==> src/rtl/memory_arbiter.sv <==
// Round-robin arbiter/sequencer sharing one single-port memory among NUM_REQ requesters.
// One transaction in flight at a time; all outputs registered.
module memory_arbiter #(
  parameter int unsigned DATA_WIDTH = 8,
  parameter int unsigned ADDR_WIDTH = 4,
  parameter int unsigned NUM_REQ    = 4,
  parameter int unsigned RD_TIMEOUT = 16
) (
  input  logic                          memory_clk,
  input  logic                          memory_rst,
  input  logic [NUM_REQ-1:0]            req_valid,
  input  logic [NUM_REQ-1:0]            req_wr,
  input  logic [NUM_REQ*ADDR_WIDTH-1:0] req_addr,
  input  logic [NUM_REQ*DATA_WIDTH-1:0] req_data,
  output logic [NUM_REQ-1:0]            req_ready,
  output logic [NUM_REQ-1:0]            rsp_valid,
  output logic [DATA_WIDTH-1:0]         rsp_data,
  output logic                          rsp_err,
  output logic                          mem_en,
  output logic                          mem_wr,
  output logic [ADDR_WIDTH-1:0]         mem_addr,
  output logic [DATA_WIDTH-1:0]         mem_data_in,
  input  logic                          mem_vld_out,
  input  logic [DATA_WIDTH-1:0]         mem_data_out,
  output logic                          busy,
  output logic [7:0]                    err_cnt
);
  localparam int unsigned PW = (NUM_REQ > 1) ? $clog2(NUM_REQ) : 1;
  localparam int unsigned TW = $clog2(RD_TIMEOUT);

  typedef enum logic [1:0] {IDLE, WRITE, READ, WAIT} state_t;
  state_t state, next_state;

  logic [PW-1:0]         ptr, gnt, sel, idx;
  logic                  found;
  logic [ADDR_WIDTH-1:0] sel_addr;
  logic [DATA_WIDTH-1:0] sel_data;
  logic [TW-1:0]         timer;
  logic                  expired;

  logic [NUM_REQ-1:0]    req_ready_d, rsp_valid_d;
  logic [DATA_WIDTH-1:0] rsp_data_d, mem_data_in_d;
  logic [ADDR_WIDTH-1:0] mem_addr_d;
  logic                  rsp_err_d, mem_en_d, mem_wr_d, busy_d;
  logic [7:0]            err_cnt_d;

  assign expired = (timer == TW'(RD_TIMEOUT - 1));

  // Rotating search starting just after the last grant.
  always_comb begin
    sel   = '0;
    found = 1'b0;
    idx   = '0;
    for (int unsigned i = 1; i <= NUM_REQ; i++) begin
      idx = PW'((32'(ptr) + i) % NUM_REQ);
      if (!found && req_valid[idx]) begin
        sel   = idx;
        found = 1'b1;
      end
    end
  end

  always_comb begin
    sel_addr = '0;
    sel_data = '0;
    for (int unsigned i = 0; i < NUM_REQ; i++) begin
      if (PW'(i) == sel) begin
        sel_addr = req_addr[i*ADDR_WIDTH +: ADDR_WIDTH];
        sel_data = req_data[i*DATA_WIDTH +: DATA_WIDTH];
      end
    end
  end

  always_ff @(posedge memory_clk or negedge memory_rst) begin
    if (!memory_rst) state <= IDLE;
    else             state <= next_state;
  end

  always_comb begin
    next_state = state;
    case (state)
      IDLE:    if (found) next_state = req_wr[sel] ? WRITE : READ;
      WRITE:   next_state = IDLE;
      READ:    next_state = WAIT;
      WAIT:    if (mem_vld_out || expired) next_state = IDLE;
      default: next_state = IDLE;
    endcase
  end

  // Output values are decoded one cycle early so the registers present them
  // in the state they belong to; mem_addr/mem_data_in double as the request latch.
  always_comb begin
    req_ready_d   = '0;
    rsp_valid_d   = '0;
    rsp_data_d    = '0;
    rsp_err_d     = 1'b0;
    mem_en_d      = 1'b0;
    mem_wr_d      = 1'b0;
    mem_addr_d    = mem_addr;
    mem_data_in_d = mem_data_in;
    err_cnt_d     = err_cnt;
    busy_d        = (next_state != IDLE);
    case (state)
      IDLE: begin
        if (found) begin
          req_ready_d[sel] = 1'b1;
          mem_en_d         = 1'b1;
          mem_wr_d         = req_wr[sel];
          mem_addr_d       = sel_addr;
          mem_data_in_d    = req_wr[sel] ? sel_data : '0;
        end
      end
      WRITE: rsp_valid_d[gnt] = 1'b1;
      WAIT: begin
        if (mem_vld_out) begin
          rsp_valid_d[gnt] = 1'b1;
          rsp_data_d       = mem_data_out;
        end else if (expired) begin
          rsp_valid_d[gnt] = 1'b1;
          rsp_err_d        = 1'b1;
          err_cnt_d        = (err_cnt == 8'hFF) ? err_cnt : err_cnt + 8'd1;
        end
      end
      default: ;
    endcase
  end

  always_ff @(posedge memory_clk or negedge memory_rst) begin
    if (!memory_rst) begin
      req_ready   <= '0;
      rsp_valid   <= '0;
      rsp_data    <= '0;
      rsp_err     <= 1'b0;
      mem_en      <= 1'b0;
      mem_wr      <= 1'b0;
      mem_addr    <= '0;
      mem_data_in <= '0;
      busy        <= 1'b0;
      err_cnt     <= '0;
    end else begin
      req_ready   <= req_ready_d;
      rsp_valid   <= rsp_valid_d;
      rsp_data    <= rsp_data_d;
      rsp_err     <= rsp_err_d;
      mem_en      <= mem_en_d;
      mem_wr      <= mem_wr_d;
      mem_addr    <= mem_addr_d;
      mem_data_in <= mem_data_in_d;
      busy        <= busy_d;
      err_cnt     <= err_cnt_d;
    end
  end

  always_ff @(posedge memory_clk or negedge memory_rst) begin
    if (!memory_rst) begin
      ptr   <= PW'(NUM_REQ - 1);
      gnt   <= '0;
      timer <= '0;
    end else begin
      if (state == IDLE && found) begin
        ptr <= sel;
        gnt <= sel;
      end
      if (state == READ)
        timer <= '0;
      else if (state == WAIT && !mem_vld_out && !expired)
        timer <= timer + TW'(1);
    end
  end
endmodule

==> config.mk <==
export PLATFORM = sky130hd
export DESIGN_NAME = memory_arbiter
export DESIGN_NICKNAME = d
export VERILOG_FILES = /design/src/rtl/memory_arbiter.sv
export SDC_FILE = /design/constraint.sdc
export NUM_CORES = 1
export LEC_CHECK = 0
export BUFFER_PORTS_ARGS = -buffer_cell sky130_fd_sc_hd__buf_4
export CAP_MARGIN = 40
export CORE_MARGIN = 5
export CORE_UTILIZATION = 53
export CTS_BUF_LIST = sky130_fd_sc_hd__clkbuf_8
export CTS_CLUSTER_SIZE = 25
export DETAILED_ROUTE_END_ITERATION = 12
export GPL_ROUTABILITY_DRIVEN = 0
export PLACE_DENSITY = 0.92
export SLEW_MARGIN = 30
export SYNTH_ARGS = -nofsm -noshare
export SYNTH_HDL_FRONTEND = slang
export SYNTH_SLANG_ARGS = --single-unit
==> constraint.sdc <==
create_clock -name memory_clk -period 5.22 [get_ports memory_clk]
set_input_delay 1.044 -clock memory_clk [delete_from_list [all_inputs] [get_ports memory_clk]]
set_output_delay 1.044 -clock memory_clk [all_outputs]
set_load 0.005 [all_outputs]
==> run metrics <==
status finished, final reports clean; switch share a little over a third; net count after synthesis 292; clock root cell clkbuf_8; delay-heaviest family, CP simple AND/OR/NAND/NOR gates; Leak between 1.5 and 2 nW; Comb power frac 42.7%; commonest cells in the netlist dfrtp_1 (48), nand2_1 (36), mux2i_1 (18); CTS tree built; Critical Path RT ~5.4 ns; RSZ-0062 raised after global routing false; Tmin final 2.64 ns; Cell Area, Synth 0.00246 mm2; Synth area leaders dfrtp_1 (49%), mux2i_1 (7.3%), nand2_1 (5.5%); I/O pin count around 110; Critical Path AT between 2 and 3 ns; filler cell count in the final layout 320; Residual DRC 0; final net count 396; total number of yosys warnings 0; crit start category input pin; total die area 0.00611 mm2; Post-Syn Area per Cell about 11 um2; R2R Path Start ptr[1]; Layout Utilization about three quarters; clock sink total 50; Vias around 2,100; Max clock buf depth 2; Clock power frac between 15 and 20%; Yosys top cell area share roughly 49%; Worst Hold Slack between 0.5 and 0.6 ns; PostCTS Resize Cnt 0; final wirelength between 5000 and 6000 um; Post-CTS Setup Inserts 0; hold_sp err_cnt[6]; max-cap violation count 0; global-route wire length before repair between 10,000 and 15,000 um; CTS buffer count 5; ANT cells 0; Max-slew headroom between 50% and 60%; ys async rst share 100%; WS Path Type in -> reg; Critical-path top delay cell and2_2; IO buf count roughly 110; Seq/Total Area, Yosys approximately 51%; htree depth 2; pre-CTS setup slack ~2.3 ns; Synth Register Bits 50; CTS clk-pin slew, worst paths approximately 0.09 ns; First-pass DRT Iterations 4; Final setup viols 0; Worst Max-Slew Pin Slew a little under 0.7 ns; Synth Instances roughly 220; count leader, synth dfrtp_1; Internal 0.889 mW; Final ANT Viol Nets 0; hold_buf cts 0; Fin Setup TNS 0 ns; worst path bufs/invs 2; crit path cell chain buf_4 -> nor2_1 -> o22a_1 -> and2_2 -> buf_4 -> a31oi_1 -> o221ai_2; share of post-route cells with drive strength above 1 between 40% and 50%; dpl hpwl roughly 4600 um; sequential power share approximately 41%; Area growth, synth to finish 35.7%; total grt overflow 0; Net Sw Power about 0.49 mW; Final Slew Violations 0; CP startpoint req_valid[1]; Hold Path Class reg -> reg; f_max 0.379 GHz; Core ar. 0.00444 mm2; initial antenna violation count 0; Hold Violations, Final 0; Peak VDD IR 0.310 mV; CP max FO 26; Final Cycle Share 50.6%; die width just under 80 um; vias per cell 5.45; Setup crit end kind flip-flop; DR iter-0 viols 96; CP dominant cell by count buf_4; Die Height 78.1 um; clk_skew 0.0125 ns; synth unique cells 43; main flop type after synthesis dfrtp_1; cell taking the most area after synthesis dfrtp_1; Rows 24; vias in the first global route ~2,300; Crit path largest cell delay approximately 0.65 ns; pwr dens approximately 400 mW/mm2; Worst-Skew Late Latency 0.30 ns; WL/cell 15.7 um; Setup WS post-layout ~2.6 ns; total track usage between 20% and 30%; EDFF count, synth 0; Starting Density between 50% and 60%; pin count of the biggest net entering global routing between 50 and 60
[registers in the layout, indices dropped and copies added, names as in the netlist]
register / flops
busy: 1
err_cnt: 8
gnt: 2
mem_addr: 4
mem_data_in: 8
mem_en: 1
mem_wr: 1
ptr: 2
req_ready: 4
rsp_data: 8
rsp_err: 1
rsp_valid: 4
state: 2
timer: 4
[power groups by stage]
stage / Combinational [mW] / Sequential, mW / Clock [mW]
6_report: 0.588 / 0.566 / 0.222
3_5_place_dp: 0.597 / 0.571 / 0
3_3_place_gp: 0.575 / 0.571 / 0
4_1_cts: 0.595 / 0.568 / 0.226
5_1_grt: 0.657 / 0.584 / 0.244
2_1_floorplan: 0.405 / 0.560 / 0
[stage by stage]
step           total power [mW]  area [um2]  instances
3_5_place_dp               1.17        3250        372
3_3_place_gp               1.15        3250        372
4_1_cts                    1.39        3340        380
5_1_grt                    1.48        3340        380
6_report                   1.38        3340        380
2_1_floorplan             0.965        2460        223
[cell type report]
type | instances | area, um2 | share of cell area (%)
clock buffers | 6 | 82.6 | 2.47
clock inverters | 2 | 7.51 | 0.225
inverters | 4 | 15.0 | 0.449
multi-input cells | 157 | 1100 | 32.9
flip-flops and latches | 50 | 1250 | 37.5
well taps | 52 | 65.1 | 1.95
repair buffers | 109 | 818 | 24.5
[per-layer routing]
layer / wire length [um] / vias to the layer above / track usage [%]
li1: - / 998 / -
met1: 2240 / 966 / 24.1
met2: 2970 / 101 / 35.5
met3: 684 / 5 / 8.70
met4: 57 / 0 / 6.99
met5: 0 / - / 0
[worst paths after layout]
path                                  endpoint  slack (ns)  depth (start not counted)
worst max-delay path            mem_data_in[1]        2.58                          7
max in group asynchronous           err_cnt[2]        4.05                          1
worst min register to register      err_cnt[6]        0.50                          1
worst min-delay path                err_cnt[6]        0.50                          1
min in group asynchronous           err_cnt[0]        0.76                          1
worst max register to register  mem_data_in[1]        2.97                          7
[placed cells by master (no fill, tap or decap), drive strengths merged, types with 2 or more instances in the layout]
cell / instances
dfstp: 2
nor2: 13
and3: 6
buf: 109
a21oi: 10
o221ai: 13
xor2: 5
nand4: 4
inv: 6
nand2: 37
ha: 2
o21ai: 3
and2: 9
nor2b: 4
a31oi: 9
mux2i: 18
mux2: 2
dfrtp: 48
nand2b: 3
xnor2: 5
clkbuf: 6
nor3b: 2
[logic make-up after synthesis]
logic type	after synthesis	share of synthesized area, %
XOR/XNOR	10	3.56
buffers and inverters	16	4.47
adder cells (fa/ha/maj)	2	1.02
AO/OA/AOI/OAI	43	15.5
flip-flops	50	50.9
multiplexers	20	8.39
AND/OR/NAND/NOR	82	16.2
Power figures use the tool's default switching activity.
